### src/rtl/tone_seq_gen.sv
// Tone sequencer: plays one note at a time as a square wave on SPK.
// A note lasts DUR beats (0 counts as 1) and is followed by a one-beat silent gap.
// Optional feature macro TONE_OCTAVE_EN adds the OCT input to shift notes up by octaves.
module tone_seq_gen #(
   parameter int unsigned DIV_W = 11,
   parameter int unsigned DUR_W = 4
) (
   input  logic             CLK,
   input  logic             RST_N,
   input  logic             TONE_CE,
   input  logic             BEAT_TICK,
   input  logic             NOTE_VLD,
   output logic             NOTE_RDY,
   input  logic [3:0]       NOTE,
`ifdef TONE_OCTAVE_EN
   input  logic [1:0]       OCT,
`endif
   input  logic [DUR_W-1:0] DUR,
   input  logic             STOP,
   output logic             SPK,
   output logic [3:0]       CODE,
   output logic             H,
   output logic             BUSY,
   output logic             DONE
);

   localparam logic [1:0] StIdle = 2'd0;
   localparam logic [1:0] StPlay = 2'd1;
   localparam logic [1:0] StGap  = 2'd2;

   logic [1:0]       state_q, state_d;
   logic [DIV_W-1:0] cnt_q, cnt_d;
   logic [DIV_W-1:0] to_q, to_d;
   logic [DUR_W-1:0] dur_q, dur_d;
   logic             spk_q, spk_d;
   logic [3:0]       code_q, code_d;
   logic             h_q, h_d;
   logic             done_q, done_d;

   logic [DIV_W-1:0] to_base;
   logic [DIV_W:0]   span;
   logic [DIV_W:0]   span_sh;
   logic [DIV_W-1:0] to_new;
   logic [1:0]       oct_sel;
   logic [3:0]       code_new;
   logic             h_new;

   // 11-bit preset per note index; counter runs from preset up to all-ones
   function automatic logic [10:0] tone_tbl(input logic [3:0] n);
      logic [10:0] v;
      case (n)
         4'd0:    v = 11'h7FF;
         4'd1:    v = 11'h305;
         4'd2:    v = 11'h390;
         4'd3:    v = 11'h40C;
         4'd4:    v = 11'h45C;
         4'd5:    v = 11'h4AD;
         4'd6:    v = 11'h50A;
         4'd7:    v = 11'h55C;
         4'd8:    v = 11'h582;
         4'd9:    v = 11'h5C8;
         4'd10:   v = 11'h606;
         4'd11:   v = 11'h640;
         4'd12:   v = 11'h656;
         4'd13:   v = 11'h684;
         4'd14:   v = 11'h69A;
         default: v = 11'h6C0;
      endcase
      return v;
   endfunction

`ifdef TONE_OCTAVE_EN
   assign oct_sel = OCT;
`else
   assign oct_sel = 2'd0;
`endif

   // Preset for the incoming note, scaled to DIV_W and shifted up by oct_sel octaves
   always_comb begin
      to_base = DIV_W'(tone_tbl(NOTE)) << (DIV_W - 11);
      span    = {1'b1, {DIV_W{1'b0}}} - {1'b0, to_base};
      span_sh = span >> oct_sel;
      // Keep at least one step so the preset never wraps to zero
      if (span_sh == '0) begin
         span_sh = (DIV_W+1)'(1);
      end
      to_new = DIV_W'({1'b1, {DIV_W{1'b0}}} - span_sh);
   end

   // Solfege digit and high-octave flag for the incoming note
   always_comb begin
      code_new = 4'd0;
      h_new    = 1'b0;
      if (NOTE == 4'd0) begin
         code_new = 4'd0;
      end else if (NOTE <= 4'd7) begin
         code_new = NOTE;
      end else if (NOTE <= 4'd14) begin
         code_new = NOTE - 4'd7;
         h_new    = 1'b1;
      end else begin
         code_new = 4'd1;
         h_new    = 1'b1;
      end
   end

   // Sequencer next state: STOP beats BEAT_TICK, which beats TONE_CE
   always_comb begin
      state_d = state_q;
      cnt_d   = cnt_q;
      to_d    = to_q;
      dur_d   = dur_q;
      spk_d   = spk_q;
      code_d  = code_q;
      h_d     = h_q;
      done_d  = 1'b0;
      case (state_q)
         StIdle: begin
            if (NOTE_VLD && !STOP) begin
               state_d = StPlay;
               to_d    = to_new;
               cnt_d   = to_new;
               dur_d   = (DUR == '0) ? DUR_W'(1) : DUR;
               spk_d   = 1'b0;
               code_d  = code_new;
               h_d     = h_new;
            end
         end
         StPlay: begin
            if (STOP) begin
               state_d = StIdle;
               spk_d   = 1'b0;
            end else if (BEAT_TICK && (dur_q <= DUR_W'(1))) begin
               state_d = StGap;
               dur_d   = '0;
               spk_d   = 1'b0;
            end else begin
               if (BEAT_TICK) begin
                  dur_d = dur_q - DUR_W'(1);
               end
               if (TONE_CE) begin
                  if (&cnt_q) begin
                     cnt_d = to_q;
                     // Rests keep counting but never drive the speaker
                     if (code_q != 4'd0) begin
                        spk_d = ~spk_q;
                     end
                  end else begin
                     cnt_d = cnt_q + DIV_W'(1);
                  end
               end
            end
         end
         StGap: begin
            spk_d = 1'b0;
            if (STOP) begin
               state_d = StIdle;
            end else if (BEAT_TICK) begin
               state_d = StIdle;
               done_d  = 1'b1;
            end
         end
         default: begin
            state_d = StIdle;
            spk_d   = 1'b0;
         end
      endcase
   end

   // State registers with synchronous active-low reset
   always_ff @(posedge CLK) begin
      if (!RST_N) begin
         state_q <= StIdle;
         cnt_q   <= '0;
         to_q    <= '0;
         dur_q   <= '0;
         spk_q   <= 1'b0;
         code_q  <= 4'd0;
         h_q     <= 1'b0;
         done_q  <= 1'b0;
      end else begin
         state_q <= state_d;
         cnt_q   <= cnt_d;
         to_q    <= to_d;
         dur_q   <= dur_d;
         spk_q   <= spk_d;
         code_q  <= code_d;
         h_q     <= h_d;
         done_q  <= done_d;
      end
   end

   assign NOTE_RDY = (state_q == StIdle);
   assign BUSY     = (state_q == StPlay) || (state_q == StGap);
   assign SPK      = spk_q;
   assign CODE     = code_q;
   assign H        = h_q;
   assign DONE     = done_q;

endmodule

### config.mk
export PLATFORM = sky130hd
export DESIGN_NAME = tone_seq_gen
export DESIGN_NICKNAME = d
export VERILOG_FILES = /design/src/rtl/tone_seq_gen.sv
export SDC_FILE = /design/constraint.sdc
export NUM_CORES = 1
export LEC_CHECK = 0
export BUFFER_PORTS_ARGS = -buffer_cell sky130_fd_sc_hd__buf_2
export CORE_ASPECT_RATIO = 1.2
export CORE_MARGIN = 2
export CORE_UTILIZATION = 45
export DETAILED_ROUTE_END_ITERATION = 16
export PLACE_DENSITY = 0.61
export SLEW_MARGIN = 5
export SYNTH_ARGS = -nofsm -noshare
export SYNTH_HDL_FRONTEND = slang
export SYNTH_SLANG_ARGS = --single-unit
### constraint.sdc
create_clock -name CLK -period 5.7 [get_ports CLK]
set_clock_uncertainty 0.15 [all_clocks]
set_input_delay 1.14 -clock CLK [delete_from_list [all_inputs] [get_ports CLK]]
set_output_delay 1.14 -clock CLK [all_outputs]
set_load 0.01 [all_outputs]
==> results.py <==
metrics = {
    "route": {
        "antenna_left": 0,
        "drt-total-wl_um": 6530,
        "drt_first_pass_iters": 4,
        "vias": 2535,
        "drc_errors": 0,
        "viasPerCell": 5.62,
        "detail_route.wl_per_cell_um": 14.5,
        "met3_length_um": 140,
        "dr.max_layer_used": "met4",
        "dr_wl_met2_um": 3320,
        "wl_met1_um": 2970,
        "drt_first_iter_violations": 96,
    },
    "critical_path": {
        "crit_arrival_ps": 4870,
        "timing.critical_path.to_type": "flip-flop",
        "crit_slowest_cell": "ha_1",
        "worst-r2r-setup-slack_ps": 2510,
        "critPathMostFrequentCell": "ha_1",
        "cp.required_ps": 5710,
        "worstSetupPathType": "in -> reg",
        "setup.worst_path.start_class": "input port",
        "worstPathCellList": "buf_2 -> inv_1 -> ha_1 -> a21oi_2 -> a22o_2 -> ha_1 -> o21ai_0 -> a31oi_4 -> nand3_4 -> nor3_2 -> xor2_1 -> a31oi_1 -> ha_1 -> nand2b_1 -> nor2b_1 -> a31oi_1 -> o31a_1 -> o21ai_1 -> o211ai_1",
        "rr_worst_depth": 9,
        "critPathMaxFanout": 10,
        "critPathMaxStageDelay_ps": 350,
    },
    "logic_synthesis": {
        "post_synth.cell_area_avg_um2": 8.00,
        "number_of_flops_mapped_to_enable_cells_by_yosys": 0,
        "ys_seq_elements": 35,
        "netlist-cell-type-count": 71,
        "synthesis.nets": 387,
        "syn-instance-count": 357,
        "synth_async_sr_flop_share_pct": 0,
        "yosysWarnings": 0,
        "yosys_most_used_dff": "dfxtp_1",
        "synth-seq-area-share_pct": 24.5,
        "synth.cell_area_mm2": 0.00286,
    },
    "run_status": {
        "run_status": "finished, final reports clean",
    },
    "floorplanning": {
        "die_w_um": 76.7,
        "floorplan.die_area_mm2": 0.00701,
        "die_height_um": 91.3,
        "num_ports": 23,
        "site_row_count": 31,
        "fp.coreArea_mm2": 0.00609,
        "starting_density_of_the_core_pct": 46.9,
    },
    "sta": {
        "timing.final.crit_period_ps": 4860,
        "max_slew_margin_pct": 28.8,
        "finalHoldWorstSlack_ps": 312,
        "setup_viol": 0,
        "final_min_period_over_clock_period_pct": 85.2,
        "summed_negative_setup_slack_over_all_endpoints_ps": 0,
        "finalHoldViolations": 0,
        "layout_setup_ws_ps": 842,
        "timing_max_transition_violations_final": 0,
        "fmax_mhz": 206,
        "tightest_slew_ps": 1060,
        "grt_setup_unrepaired": "no",
    },
    "placed_design": {
        "place.gp.congestion": 0.842,
        "dp_hpwl_um": 4890,
        "portBuffers": 22,
        "placement.setup.worst_slack_ps": 511,
    },
    "final_layout": {
        "final_layout_size_suffix_gt1_share_pct": 14.1,
        "number_of_nets_in_the_finished_design": 398,
        "fill_cells": 600,
        "syn_to_final_growth_pct": 7.40,
        "multi_input_logic_area_mm2": 0.00197,
        "antennaDiodeCount": 0,
        "register_area_um2": 701,
    },
    "power_and_ir_drop": {
        "vdd_ir_drop_max_mv": 0.105,
        "static-leakage-power_nw": 1.25,
        "power.density_cell_area_mw_per_mm2": 254,
    },
    "clock_network": {
        "number_of_buffers_added_by_the_clock_tree_synthesis_step": 5,
        "cts_hold_buffers": 0,
        "cts.sink_count": 35,
        "clkSlewWorstSetupHoldPaths_ps": 70,
        "clock-root-buffer": "clkbuf_8",
        "clk_path_buf_depth": 2,
        "cts_tree": "built",
        "cts.htree.levels": 2,
        "cts.repair.resized": 0,
        "cts_setup_buffers": 0,
        "clk-insertion-delay-late_ps": 280,
    },
    "worst_hold_path": {
        "hold-path-cell-count": 2,
        "class_of_the_tightest_hold_or_removal_check": "reg -> reg",
    },
    "global_route": {
        "number_of_global_route_vias_before_repair": 2421,
        "grt_antenna_before_repair": 0,
        "overflow": 0,
        "track_usage_pct": 19.3,
        "first_pass_grt_wire_length_um": 11100,
        "grt_start_max_net_pins": 39,
    },
    "job": {
        "max_cap_viol_count": 0,
    },
}
area by class of cell:
| class | count | area share, % |
|---|---|---|
| Timing Repair Buffer | 22 | 3.59 |
| Tap cell | 82 | 3.34 |
| Sequential cell | 35 | 22.8 |
| Inverter | 18 | 2.65 |
| Clock buffer | 8 | 3.26 |
| Multi-Input combinational cell | 286 | 64.3 |
synth_stat cells (4+ instances only):
master	count	area (µm²)
nand2_1	49	184
dfxtp_1	35	701
nor2_1	25	93.8
inv_1	17	63.8
ha_1	16	200
clkbuf_1	13	48.8
o21ai_0	13	65.1
nand3_1	12	60.1
a21oi_1	11	55.1
a31oi_1	11	68.8
xnor2_1	11	96.3
a21boi_0	10	75.1
nor2b_1	10	62.6
nand2b_1	8	50.1
o211ai_1	7	52.6
xor2_1	7	61.3
and2_1	6	37.5
mux2i_1	6	60.1
o211a_1	5	50.1
o21ai_1	5	25.0
a211oi_1	4	30.0
nor3_1	4	20.0
o221ai_1	4	35.0
worst paths after layout:
kind | startpoint | endpoint
max | NOTE[0] | cnt_q[8]
min | H | H
max reg2reg | state_q[1] | cnt_q[0]
min reg2reg | H | H
layout by cell type (no fill, tap or decap), types with 7 or more instances in the layout:
| cell | n |
|---|---|
| a21boi_0 | 10 |
| a21oi_1 | 11 |
| ha_1 | 16 |
| nor2_1 | 25 |
| clkbuf_8 | 7 |
| xor2_1 | 7 |
| o21ai_0 | 13 |
| nand2b_1 | 8 |
| nor2b_1 | 10 |
| nand3_1 | 12 |
| dfxtp_1 | 35 |
| inv_1 | 17 |
| o211ai_1 | 7 |
| a31oi_1 | 11 |
| nand2_1 | 49 |
| xnor2_1 | 11 |
| buf_2 | 22 |
per-layer routing:
| metal | global-route usage [%] | up-vias |
|---|---|---|
| met5 | 0 | - |
| li1 | - | 1302 |
| met1 | 22.3 | 1185 |
| met4 | 5.61 | 0 |
| met3 | 1.79 | 9 |
| met2 | 37.0 | 39 |
per-stage QoR:
step           std cells  power [mW]  cell area, µm²  utilization, %
5_1_grt              451       0.833            3070            50.4
6_report             451       0.779            3070            50.4
2_1_floorplan        357       0.520            2860               -
3_5_place_dp         443       0.584            2970            48.8
4_1_cts              451       0.783            3070            50.4
3_3_place_gp         443       0.581            2970            48.8
flip-flops by register name, summed over array words and instances, names as in the netlist:
register / cells
CODE: 4
DONE: 1
H: 1
SPK: 1
cnt_q: 11
dur_q: 4
state_q: 2
to_q: 11
power by group:
group | total (mW) | switching, mW | internal, mW
registers | 0.298 | 0.0246 | 0.273
logic | 0.282 | 0.171 | 0.111
clock network | 0.199 | 0.0887 | 0.110
worst max-delay path, delay by kind of cell:
family / cells / cell delay (ps)
XOR/XNOR: 1 / 190
AND/OR/NAND/NOR: 4 / 710
adder cells (fa/ha/maj): 3 / 760
AO/OA/AOI/OAI: 9 / 1780
buffers and inverters: 2 / 280
cell families after synthesis:
logic type | count (synthesis) | share of synthesized area, %
flip-flops | 35 | 24.5
AO/OA/AOI/OAI | 99 | 25.4
adder cells (fa/ha/maj) | 16 | 7.01
multiplexers | 9 | 4.20
AND/OR/NAND/NOR | 143 | 26.4
buffers and inverters | 36 | 6.39
XOR/XNOR | 19 | 6.09
(Power assumes the default switching activity.)
